--- config.mk ---
export PLATFORM = sky130hd
export DESIGN_NAME = uart_tx_cfg
export DESIGN_NICKNAME = d
export VERILOG_FILES = /design/src/rtl/uart_pkg.sv /design/src/rtl/uart_bit_timer.sv /design/src/rtl/uart_tx_cfg.sv
export SDC_FILE = /design/constraint.sdc
export NUM_CORES = 1
export LEC_CHECK = 0
export CAP_MARGIN = 20
export CORE_ASPECT_RATIO = 1.2
export CORE_UTILIZATION = 59
export CTS_BUF_LIST = sky130_fd_sc_hd__clkbuf_8
export DETAILED_ROUTE_END_ITERATION = 12
export DONT_BUFFER_PORTS = 1
export GPL_ROUTABILITY_DRIVEN = 0
export GPL_TIMING_DRIVEN = 0
export PLACE_DENSITY = 0.9
export SLEW_MARGIN = 20
export SYNTH_ARGS = -nofsm -noshare
export SYNTH_HDL_FRONTEND = slang
export SYNTH_SLANG_ARGS = --single-unit
--- constraint.sdc ---
create_clock -name i_clk -period 2.1 [get_ports i_clk]
set_clock_uncertainty 0.15 [all_clocks]
set_input_delay 0.42 -clock i_clk [delete_from_list [all_inputs] [get_ports i_clk]]
set_output_delay 0.42 -clock i_clk [all_outputs]
set_load 0.03 [all_outputs]
--- src/rtl/uart_pkg.sv ---
// Shared UART definitions: FSM encoding, parity mode codes and the frame-length helper.
package uart_pkg;

    // One-cold encoding, as used by the other UART blocks.
    typedef enum logic [4:0] {
        ST_IDLE   = 5'b11110,
        ST_START  = 5'b11101,
        ST_DATA   = 5'b11011,
        ST_PARITY = 5'b10111,
        ST_STOP   = 5'b01111
    } uart_state_e;

    localparam logic [1:0] PAR_NONE = 2'b00;
    localparam logic [1:0] PAR_EVEN = 2'b01;
    localparam logic [1:0] PAR_ODD  = 2'b10;

    // Bit periods in one frame: start + data + optional parity + 1 or 2 stops.
    function automatic int unsigned frame_bits(input int unsigned data_bits,
                                               input logic [1:0]  parity_mode,
                                               input logic        stop2);
        int unsigned n;
        n = 1 + data_bits + 1;
        if (parity_mode == PAR_EVEN || parity_mode == PAR_ODD) begin
            n = n + 1;
        end
        if (stop2) begin
            n = n + 1;
        end
        return n;
    endfunction

endpackage

--- src/rtl/uart_bit_timer.sv ---
// Oversample tick counter: flags the tick that closes each bit period.
module uart_bit_timer #(
    parameter int unsigned OVERSAMPLE = 16,
    parameter int unsigned CNT_W      = $clog2(OVERSAMPLE)
) (
    input  logic i_clk,
    input  logic i_reset,
    input  logic i_clear,
    input  logic i_tick,
    output logic o_bit_end
);

    localparam logic [CNT_W-1:0] CNT_MAX = CNT_W'(OVERSAMPLE - 1);

    logic [CNT_W-1:0] cnt_q;

    assign o_bit_end = i_tick && !i_clear && (cnt_q == CNT_MAX);

    always_ff @(posedge i_clk) begin
        if (i_reset || i_clear) begin
            cnt_q <= '0;
        end else if (i_tick) begin
            cnt_q <= o_bit_end ? '0 : cnt_q + CNT_W'(1);
        end
    end

endmodule

--- src/rtl/uart_tx_cfg.sv ---
// Configurable UART transmitter: DATA_BITS payload, run-time parity and stop count,
// ready/start handshake and a one-cycle done pulse.
module uart_tx_cfg
    import uart_pkg::*;
#(
    parameter int unsigned DATA_BITS  = 8,
    parameter int unsigned OVERSAMPLE = 16,
    parameter int unsigned CNT_W      = $clog2(OVERSAMPLE)
) (
    input  logic                 i_clk,
    input  logic                 i_reset,
    input  logic                 i_tick,
    input  logic                 i_tx_start,
    input  logic [DATA_BITS-1:0] i_data,
    input  logic [1:0]           i_parity_mode,
    input  logic                 i_stop2,
    output logic                 o_tx,
    output logic                 o_tx_ready,
    output logic                 o_flag_tx_done
);

    localparam int unsigned IDX_W = $clog2(DATA_BITS);
    localparam logic [IDX_W-1:0] IDX_LAST = IDX_W'(DATA_BITS - 1);

    uart_state_e          state_q, state_d;
    logic [DATA_BITS-1:0] data_q, data_d;
    logic [DATA_BITS-1:0] shift_q, shift_d;
    logic [IDX_W-1:0]     idx_q, idx_d;
    logic [1:0]           par_q, par_d;
    logic                 stop2_q, stop2_d;
    logic                 stop_idx_q, stop_idx_d;
    logic                 tx_q, tx_d;
    logic                 ready_q, ready_d;
    logic                 done_q, done_d;
    logic                 fin_q, fin_d;

    logic accept;
    logic bit_end;
    logic timer_clr;
    logic par_en;
    logic par_bit;

    assign accept    = i_tx_start && ready_q;
    assign timer_clr = accept || (state_q == ST_IDLE);
    assign par_en    = (par_q == PAR_EVEN) || (par_q == PAR_ODD);
    assign par_bit   = (par_q == PAR_ODD) ? ~^data_q : ^data_q;

    uart_bit_timer #(
        .OVERSAMPLE (OVERSAMPLE),
        .CNT_W      (CNT_W)
    ) u_bit_timer (
        .i_clk     (i_clk),
        .i_reset   (i_reset),
        .i_clear   (timer_clr),
        .i_tick    (i_tick),
        .o_bit_end (bit_end)
    );

    always_comb begin
        state_d    = state_q;
        data_d     = data_q;
        shift_d    = shift_q;
        idx_d      = idx_q;
        par_d      = par_q;
        stop2_d    = stop2_q;
        stop_idx_d = stop_idx_q;
        ready_d    = ready_q;
        done_d     = 1'b0;
        fin_d      = 1'b0;
        tx_d       = 1'b1;

        case (state_q)
            ST_IDLE: begin
                // fin_q marks the cycle right after the last stop tick.
                if (fin_q) begin
                    done_d  = 1'b1;
                    ready_d = 1'b1;
                end
                if (accept) begin
                    state_d    = ST_START;
                    data_d     = i_data;
                    shift_d    = i_data;
                    par_d      = i_parity_mode;
                    stop2_d    = i_stop2;
                    idx_d      = '0;
                    stop_idx_d = 1'b0;
                    ready_d    = 1'b0;
                end
            end
            ST_START: begin
                if (bit_end) begin
                    state_d = ST_DATA;
                    idx_d   = '0;
                end
            end
            ST_DATA: begin
                if (bit_end) begin
                    shift_d = shift_q >> 1;
                    if (idx_q == IDX_LAST) begin
                        state_d = par_en ? ST_PARITY : ST_STOP;
                    end else begin
                        idx_d = idx_q + IDX_W'(1);
                    end
                end
            end
            ST_PARITY: begin
                if (bit_end) begin
                    state_d = ST_STOP;
                end
            end
            ST_STOP: begin
                if (bit_end) begin
                    if (stop2_q && !stop_idx_q) begin
                        stop_idx_d = 1'b1;
                    end else begin
                        state_d = ST_IDLE;
                        fin_d   = 1'b1;
                    end
                end
            end
            default: begin
                state_d = ST_IDLE;
                ready_d = 1'b1;
            end
        endcase

        // Line level follows the state being entered, keeping o_tx registered.
        case (state_d)
            ST_START:  tx_d = 1'b0;
            ST_DATA:   tx_d = shift_d[0];
            ST_PARITY: tx_d = par_bit;
            default:   tx_d = 1'b1;
        endcase
    end

    always_ff @(posedge i_clk) begin
        if (i_reset) begin
            state_q    <= ST_IDLE;
            data_q     <= '0;
            shift_q    <= '0;
            idx_q      <= '0;
            par_q      <= PAR_NONE;
            stop2_q    <= 1'b0;
            stop_idx_q <= 1'b0;
            tx_q       <= 1'b1;
            ready_q    <= 1'b1;
            done_q     <= 1'b0;
            fin_q      <= 1'b0;
        end else begin
            state_q    <= state_d;
            data_q     <= data_d;
            shift_q    <= shift_d;
            idx_q      <= idx_d;
            par_q      <= par_d;
            stop2_q    <= stop2_d;
            stop_idx_q <= stop_idx_d;
            tx_q       <= tx_d;
            ready_q    <= ready_d;
            done_q     <= done_d;
            fin_q      <= fin_d;
        end
    end

    assign o_tx           = tx_q;
    assign o_tx_ready     = ready_q;
    assign o_flag_tx_done = done_q;

endmodule

==> results of run 1 <==
==> metal layers <==
metal	wire length [um]	up-vias	global-route usage, %
met1	1700	763	31.0
li1	-	797	-
met4	117	0	17.1
met3	200	12	5.60
met5	0	-	0
met2	2290	56	47.9
==> worst max path at each step <==
stage	slack, ps	endpoint	cells after the start
floorplan	130	o_tx$_SDFF_PP1_	7
global placement	-130	o_tx$_SDFF_PP1_	7
detailed placement	-150	o_tx$_SDFF_PP1_	7
CTS	20	o_tx$_SDFF_PP1_	7
global route	6	o_tx$_SDFF_PP1_	6
finish	30	o_tx$_SDFF_PP1_	6
==> metrics by stage <==
step	instances	hold WS (ps)	power (mW)	setup WS (ps)	cell area (um2)
floorplan	223	286	1.78	131	1820
global placement	257	295	1.96	-125	1860
detailed placement	257	306	1.98	-152	1860
CTS	266	80.5	2.66	15.3	2010
global route	266	82.7	2.91	6.43	2070
finish	266	86.0	2.76	33.3	2070
==> placed cells by master (no fill, tap or decap), types with 4 or more instances in the layout <==
cell type	Yosys	final
xnor2_1	8	8
nand3_1	7	6
inv_1	6	6
dfxtp_1	36	33
a31oi_1	8	7
nand2b_1	4	4
o22ai_1	4	4
nor2_1	13	12
xor2_1	5	5
clkbuf_8	0	5
nand2_1	50	50
a21oi_1	22	22
clkbuf_1	5	4
==> what timing repair did <==
item,in CTS,in global routing
setup endpoints to repair,5,5
pin swaps,1,0
setup buffers,1,0
gates resized for setup,6,15
==> where the power goes <==
part	switching (mW)	total (mW)	internal (mW)	leakage (nW)
Combinational	0.720	1.19	0.466	0.411
Clock	0.277	0.635	0.358	0.0548
Sequential	0.122	0.942	0.820	0.294
==> registers in the layout, indices dropped and copies added (netlist names) <==
name,cells
o_tx_ready,1
o_tx,1
stop2_q,1
stop_idx_q,1
data_q,8
state_q,5
u_bit_timer.cnt_q,4
idx_q,3
shift_q,8
fin_q,1
o_flag_tx_done,1
par_q,2
==> final cells by class <==
class,count,area [um2]
inverter,6,22.5
buffer,10,50.0
multi-input combinational,171,1110
tap,34,42.5
timing repair buffer,1,7.51
fill,212,790
clock buffer,5,68.8
clock inverter,3,46.3
sequential,36,724
==> kinds of logic (layout without fill, tap and decap cells) <==
| family | after synthesis | after routing | synth area share (%) |
|---|---|---|---|
| multiplexers | 3 | 3 | 1.72 |
| AO/OA/AOI/OAI | 53 | 53 | 19.4 |
| adder cells (fa/ha/maj) | 4 | 4 | 2.76 |
| AND/OR/NAND/NOR | 98 | 98 | 26.3 |
| XOR/XNOR | 13 | 13 | 6.27 |
| buffers and inverters | 16 | 25 | 3.93 |
| flip-flops | 36 | 36 | 39.7 |
==> flow_metrics.env, run 1 <==
export IMPL_outcome="complete, no violations"
export IMPL_fin_tns_setup_ps=0
export IMPL_clock_tree_root_cell="clkbuf_8"
export IMPL_dr_pass1_iters=5
export IMPL_cp_num_buf_inv=0
export IMPL_worstHoldStart="i_reset"
export IMPL_setup_viol=0
export IMPL_p_leak_nw=0.760
export IMPL_cp_max_fo=9
export IMPL_arrival_ps=2090
export IMPL_ios=18
export IMPL_clk_latency_ps=310
export IMPL_final_antenna_net_count=0
export IMPL_post_synth_top_count_cell="nand2_1"
export IMPL_power_density_nw_per_um2=1330
export IMPL_synth_avg_cell_area_um2=8.14
export IMPL_synth_area_top_cells="dfxtp_1 (40%), nand2_1 (10%), a21oi_1 (6.1%)"
export IMPL_viasPerCell=6.12
export IMPL_critical_path_max_stage_delay_ps=440
export IMPL_ys_ff_latch=36
export IMPL_worstRegToRegCells=6
export IMPL_drtIter0Drc=52
export IMPL_hold_depth=1
export IMPL_synth_common_cells="nand2_1 (50), dfxtp_1 (36), a21oi_1 (22)"
export IMPL_worstSetupStartpoint="state_q[1]$_SDFF_PP1_"
export IMPL_path_delay_family="simple AND/OR/NAND/NOR gates"
export IMPL_hold_class="input pin to register"
export IMPL_synthCells=223
export IMPL_core_area_um2=2860
export IMPL_clock_fmax_mhz=484
export IMPL_synth_cell_type_count=51
export IMPL_post_route_util_pct=72.4
export IMPL_min_to="state_q[3]$_SDFF_PP1_"
export IMPL_port_buffers=0
export IMPL_slew_headroom_pct=67.6
export IMPL_syn_area_um2=1820
export IMPL_cts_inserted_buffers=5
export IMPL_synthFlopType="dfxtp_1"
export IMPL_area_growth_pct=14.3
export IMPL_r2r_start="state_q[1]$_SDFF_PP1_"
export IMPL_synth_top_area_share_pct=39.7
export IMPL_grt_pass1_vias=1592
export IMPL_grt_ovfl_total=0
export IMPL_cp_required_ps=2120
export IMPL_cts_tree="yes"
export IMPL_worstMarginPinSlew_ps=486
export IMPL_grt_max_degree=14
export IMPL_die_y_um=62.8
export IMPL_num_vias=1628
export IMPL_wl_per_cell_um=16.2
export IMPL_hpwlAfterDp_um=2810
export IMPL_drive_gt1_share_pct=18.5
export IMPL_cts_buffer_depth=2
export IMPL_clock_sinks=36
export IMPL_remaining_drc_errors=0
export IMPL_antenna_found_initial=0
export IMPL_critPathKind="register to register"
export IMPL_r2r_end="o_tx$_SDFF_PP1_"
export IMPL_htree_levels=2
export IMPL_worstPathCellList="nand2_2 > or3_4 > nor3_4 > nor2_4 > a211oi_2 > o311ai_2"
export IMPL_cp_end_kind="register"
export IMPL_synth_edf_count=0
export IMPL_max_cap_viol_count=0
export IMPL_ys_seq_area_share_pct=39.7
export IMPL_max_vdd_ir_drop_mv=1.24
export IMPL_startpoint_type="register"
export IMPL_num_rows=21
export IMPL_final_hold_viol_count=0
export IMPL_min_period_over_period_pct=98.4
export IMPL_reg2reg_setup_slack_ps=30
export IMPL_grt_setup_unrepaired="false"
export IMPL_diodes=0
export IMPL_wl_um=4310
export IMPL_synth_nets=242
export IMPL_yosys_warnings=0
export IMPL_die_width_um=52.6
export IMPL_grt_usage_pct=28.3
export IMPL_yosys_area_top_type="dfxtp_1"
export IMPL_holdBufCountCts=0
export IMPL_min_period_ps=2070
export IMPL_critPathSlowestCell="or3_4"
export IMPL_start_util_pct=63.4
export IMPL_fin_nets=250
export IMPL_slew_viol_final=0
export IMPL_die_area_um2=3300
export IMPL_grt_pass1_wl_um=6830
export IMPL_clk_pin_slew_ps=80
export IMPL_async_flop_share_pct=0
Note: power is estimated with default switching activity, not from simulation.
==> run 2, diff against run 1 <==
- CORE_UTILIZATION: 59 -> 50
- PLACE_DENSITY: 0.9 -> 0.8
==> flow_metrics.env, run 2 (synthesis gave the netlist of run 1 again) <==
export IMPL_startpoint_type="register"
export IMPL_min_period_over_period_pct=94.8
export IMPL_grt_setup_unrepaired="false"
export IMPL_power_mw=2.53
export IMPL_wl_um=3960
export IMPL_holdBufCountCts=0
export IMPL_critPathSlowestCell="dfxtp_1"
export IMPL_drive_gt1_share_pct=17.5
export IMPL_cp_max_fo=2
export IMPL_reg2reg_setup_slack_ps=110
export IMPL_max_cap_viol_count=0
export IMPL_die_area_um2=3880
export IMPL_start_util_pct=53.5
export IMPL_final_hold_viol_count=0
export IMPL_worstRegToRegCells=8
export IMPL_port_buffers=0
export IMPL_grt_max_degree=12
export IMPL_slew_headroom_pct=68.2
export IMPL_largestRegisters="data_q x8, shift_q x8, state_q x5"
export IMPL_final_antenna_net_count=0
export IMPL_cp_required_ps=2120
export IMPL_post_route_util_pct=59.8
export IMPL_switchingPower_mw=1.05
export IMPL_seq_power_share_pct=37.1
export IMPL_highest_layer="met4"
export IMPL_grt_pass1_vias=1466
export IMPL_clock_tree_root_cell="clkbuf_8"
export IMPL_pwr_share_comb_pct=43.8
export IMPL_swShare_pct=41.3
export IMPL_core_area_um2=3400
export IMPL_critPathKind="register to register"
export IMPL_r2r_end="o_tx$_SDFF_PP1_"
export IMPL_dr_pass1_iters=4
export IMPL_fillCellCount=317
export IMPL_p_leak_nw=0.761
export IMPL_area_growth_pct=11.9
export IMPL_grt_ovfl_total=0
export IMPL_diodes=0
export IMPL_final_common_cell="nand2_1"
export IMPL_cts_tree="yes"
export IMPL_cts_inserted_buffers=5
export IMPL_met3WireLength_um=253
export IMPL_die_y_um=68.0
export IMPL_remaining_drc_errors=0
export IMPL_ff_latch_area_um2=724
export IMPL_setup_viol=0
export IMPL_cts_buffer_depth=2
export IMPL_post_place_ws_ps=-124
export IMPL_crit_path_frequent_cell="xnor2_1"
export IMPL_clock_fmax_mhz=502
export IMPL_cp_end_kind="register"
export IMPL_p_clk_share_pct=19.1
export IMPL_wl_met2_um=1930
export IMPL_wl_per_cell_um=14.6
export IMPL_r2r_start="par_q[0]$_SDFFE_PP0P_"
export IMPL_clock_sinks=36
export IMPL_m1WireLength_um=1690
export IMPL_critical_path_max_stage_delay_ps=330
export IMPL_final_cell_mix="nand2_1 (50), dfxtp_1 (33), a21oi_1 (22)"
export IMPL_cp_num_buf_inv=1
export IMPL_outcome="complete, no violations"
export IMPL_crit_end="o_tx$_SDFF_PP1_"
export IMPL_viasPerCell=5.92
export IMPL_max_vdd_ir_drop_mv=0.765
export IMPL_hpwlAfterDp_um=2760
export IMPL_hold_class="input pin to register"
export IMPL_crit_cells=8
export IMPL_power_density_nw_per_um2=1250
export IMPL_fin_nets=252
export IMPL_multi_input_area_um2=1080
export IMPL_arrival_ps=2010
export IMPL_worst_slack_ps=110
export IMPL_htree_levels=2
export IMPL_slew_viol_final=0
export IMPL_p_int_mw=1.48
export IMPL_min_period_ps=1990
export IMPL_antenna_found_initial=0
export IMPL_grt_pass1_wl_um=6600
export IMPL_clk_latency_ps=300
export IMPL_drtIter0Drc=66
export IMPL_num_rows=23
export IMPL_clk_pin_slew_ps=80
export IMPL_worstMarginPinSlew_ps=477
export IMPL_num_vias=1603
export IMPL_grt_usage_pct=22.8
export IMPL_die_width_um=57.0
export IMPL_worstSetupStartpoint="par_q[0]$_SDFFE_PP0P_"
export IMPL_worstPathCellList="inv_1 > ha_1 > xnor2_1 > xnor2_1 > xnor2_1 > xnor2_1 > nor4_1 > o311ai_2"
export IMPL_ios=18
export IMPL_path_delay_family="XOR/XNOR gates"
[run 2: worst min path at each step]
stage | start | end | slack, ps | cells past startpoint
floorplan | par_q[0]$_SDFFE_PP0P_ | par_q[0]$_SDFFE_PP0P_ | 290 | 2
global placement | shift_q[7]$_SDFFE_PP0P_ | shift_q[7]$_SDFFE_PP0P_ | 300 | 2
detailed placement | shift_q[7]$_SDFFE_PP0P_ | shift_q[7]$_SDFFE_PP0P_ | 300 | 2
CTS | i_reset | state_q[3]$_SDFF_PP1_ | 80 | 1
global route | i_reset | state_q[3]$_SDFF_PP1_ | 90 | 1
finish | i_reset | state_q[3]$_SDFF_PP1_ | 80 | 1
[run 2: power groups by stage]
stage          Sequential [mW]  Clock, mW  Combinational (mW)
2_1_floorplan            0.928          0               0.850
3_3_place_gp             0.942          0                1.04
3_5_place_dp             0.948          0                1.04
4_1_cts                  0.933      0.490                1.07
5_1_grt                  0.958      0.520                1.23
6_report                 0.939      0.483                1.11
[run 2: layout make-up]
| type | count | area share (%) |
|---|---|---|
| Buffer | 10 | 2.46 |
| Clock buffer | 5 | 3.39 |
| Clock inverter | 3 | 0.801 |
| Inverter | 6 | 1.11 |
| Multi-Input combinational cell | 171 | 53.2 |
| Sequential cell | 36 | 35.7 |
| Tap cell | 37 | 2.28 |
| Timing Repair Buffer | 3 | 1.11 |
[run 2: per-layer routing]
metal | global-route usage [%] | up-vias
met5 | 0 | -
met4 | 11.3 | 0
met3 | 5.29 | 10
met2 | 40.6 | 52
met1 | 25.8 | 735
li1 | - | 806
[run 2: timing repair]
| item | 4_1_cts | 5_1_grt |
|---|---|---|
| pin swaps | 1 | 3 |
| resized for setup | 3 | 14 |
| setup buffers | 1 | 2 |
| endpoints found under the hold margin | 0 | 0 |
| endpoints found under the setup margin | 4 | 15 |
[run 2: stage by stage]
step                std cells  area (um2)  hold WS (ps)  setup TNS, ps
floorplan                 223        1820           286              0
global placement          260        1860           297           -237
detailed placement        260        1860           301           -238
CTS                       269        1970          78.4              0
global route              271        2030          85.7              0
finish                    271        2030          83.3              0
==> run 3, diff against run 2 <==
- ABC_AREA: not set -> 1
- CTS_CLUSTER_SIZE: not set -> 8
==> flow_metrics.env, run 3 <==
export IMPL_wl_um=3690
export IMPL_cts_inserted_buffers=5
export IMPL_yosys_warnings=0
export IMPL_start_util_pct=52.5
export IMPL_grt_ovfl_total=0
export IMPL_fin_nets=275
export IMPL_htree_levels=2
export IMPL_min_period_ps=1910
export IMPL_cp_max_fo=7
export IMPL_worst_slack_ps=194
export IMPL_area_growth_pct=11.6
export IMPL_clk_pin_slew_ps=70
export IMPL_slew_headroom_pct=65.1
export IMPL_syn_area_um2=1770
export IMPL_cts_repair_resized=0
export IMPL_synth_avg_cell_area_um2=7.10
export IMPL_post_place_ws_ps=214
export IMPL_synth_top_area_share_pct=40.8
export IMPL_final_antenna_net_count=0
export IMPL_grt_setup_unrepaired="false"
export IMPL_holdBufCountCts=0
export IMPL_startpoint_type="register"
export IMPL_critical_path_max_stage_delay_ps=350
export IMPL_crit_path_frequent_cell="nand2_1"
export IMPL_num_rows=23
export IMPL_num_vias=1594
export IMPL_clock_sinks=36
export IMPL_grt_pass1_wl_um=6350
export IMPL_die_area_um2=3780
export IMPL_port_buffers=0
export IMPL_whs_ps=117
export IMPL_outcome="complete, no violations"
export IMPL_power_density_nw_per_um2=1430
export IMPL_synth_common_cells="nand2_1 (75), dfxtp_1 (36), inv_1 (24)"
export IMPL_grt_usage_pct=22.2
export IMPL_reg2reg_setup_slack_ps=190
export IMPL_slew_viol_final=0
export IMPL_synthCells=249
export IMPL_wl_per_cell_um=12.6
export IMPL_clk_latency_ps=290
export IMPL_post_synth_top_count_cell="nand2_1"
export IMPL_synth_area_top_cells="dfxtp_1 (41%), nand2_1 (16%), nand3_1 (6.5%)"
export IMPL_arrival_ps=1940
export IMPL_ys_ff_latch=36
export IMPL_ios=18
export IMPL_max_cap_viol_count=0
export IMPL_final_cell_mix="nand2_1 (75), dfxtp_1 (36), inv_1 (24)"
export IMPL_hpwlAfterDp_um=2710
export IMPL_synth_nets=268
export IMPL_clock_fmax_mhz=525
export IMPL_die_y_um=67.1
export IMPL_grt_pass1_vias=1516
export IMPL_hold_class="input pin to register"
export IMPL_critPathSlowestCell="dfxtp_1"
export IMPL_drtIter0Drc=45
export IMPL_fin_tns_setup_ps=0
export IMPL_worstMarginPinSlew_ps=524
export IMPL_die_width_um=56.3
export IMPL_final_common_cell="nand2_1"
export IMPL_p_leak_nw=0.909
export IMPL_ys_seq_area_share_pct=40.8
export IMPL_synthFlopType="dfxtp_1"
export IMPL_cts_buffer_depth=2
export IMPL_min_period_over_period_pct=90.8
export IMPL_yosys_area_top_type="dfxtp_1"
export IMPL_async_flop_share_pct=0
export IMPL_grt_max_degree=13
export IMPL_antenna_found_initial=0
export IMPL_setup_viol=0
export IMPL_dr_pass1_iters=4
export IMPL_final_hold_viol_count=0
export IMPL_synth_edf_count=0
export IMPL_worstPathCellList="ha_1 > nand2_2 > nor3_4 > nand2_4 > a21oi_1 > nand3_1 > nor2_1 > nand2_1 > nand2_1 > nand2_1"
export IMPL_post_cts_buffers=0
export IMPL_cp_required_ps=2130
export IMPL_max_vdd_ir_drop_mv=0.863
export IMPL_synth_cell_type_count=29
export IMPL_critPathKind="register to register"
export IMPL_largestRegisters="data_q x8, shift_q x8, state_q x5"
export IMPL_clock_tree_root_cell="clkbuf_8"
export IMPL_drive_gt1_share_pct=9.73
export IMPL_core_area_um2=3370
export IMPL_cts_tree="yes"
export IMPL_viasPerCell=5.42
export IMPL_cp_end_kind="register"
export IMPL_remaining_drc_errors=0
export IMPL_diodes=0
## run 3: cell types whose count changed in the layout (fill, tap and decap cells not counted), sizes merged, moves of 4 or more
cell | previous run | this run
nand2b | 4 | 0
xnor2 | 8 | 3
nand2 | 52 | 79
buf | 8 | 2
o22ai | 4 | 0
inv | 8 | 27
xor2 | 5 | 1
nand4 | 0 | 5
nand3 | 7 | 24
nor2 | 16 | 20
or2 | 5 | 0
## run 3: area by class of cell
| cell class | instances | area (um2) |
|---|---|---|
| Clock inverter | 3 | 90.1 |
| Fill cell | 319 | 1390 |
| Inverter | 27 | 101 |
| Tap cell | 37 | 46.3 |
| Multi-Input combinational cell | 180 | 921 |
| Clock buffer | 5 | 68.8 |
| Sequential cell | 36 | 721 |
| Buffer | 6 | 25.0 |
## run 3: path summary, 6_finish.rpt
kind / from / to / depth (start not counted)
min reg2reg: fin_q$_SDFF_PP0_ / o_flag_tx_done$_SDFF_PP0_ / 2
max: u_bit_timer.cnt_q[1]$_SDFFE_PP0P_ / o_tx$_SDFF_PP1_ / 10
min: i_parity_mode[1] / par_q[1]$_SDFFE_PP0P_ / 2
max reg2reg: u_bit_timer.cnt_q[1]$_SDFFE_PP0P_ / o_tx$_SDFF_PP1_ / 10
## run 3: power by group
part / internal, mW / leakage, nW / total [mW] / switching, mW
Sequential: 0.822 / 0.294 / 0.940 / 0.118
Clock: 0.594 / 0.0784 / 0.849 / 0.255
Combinational: 0.340 / 0.537 / 1.04 / 0.701
Total: 1.76 / 0.909 / 2.83 / 1.07
## run 3: routing by layer
layer / GRT usage (%) / part of all wire [%] / vias up
li1: - / - / 831
met1: 22.6 / 43 / 718
met2: 40.5 / 50 / 33
met3: 5.94 / 4.0 / 12
met4: 14.0 / 3.3 / 0
met5: 0 / 0 / -
## run 3: stage by stage
stage	area (um2)	util [%]	power (mW)	cells
after global routing	1970	58.6	3.04	294
after detailed placement	1810	53.9	1.98	286
after global placement	1810	53.9	1.97	286
final	1970	58.6	2.83	294
after floorplan	1770	-	1.76	249
after CTS	1970	58.6	2.84	294
## run 3: cell families (layout without fill, tap and decap cells)
logic type                 count (synthesis)  in the layout  synth area share, %
and+or+nand+nor                          135            135                 35.7
AOI/OAI and AO/OA                         36             36                 11.0
DFF                                       36             36                 40.8
buffers and inverters                     33             41                 7.15
adders and majority gates                  4              4                 2.83
xor gates and xnor gates                   4              4                 1.98
muxes                                      1              1                0.566
## run 3: critical path, delay by kind of cell, from the launching register on
family | cells | cell delay, ps
AND/OR/NAND/NOR | 8 | 950
flip-flops | 1 | 350
adder cells (fa/ha/maj) | 1 | 190
AO/OA/AOI/OAI | 1 | 140
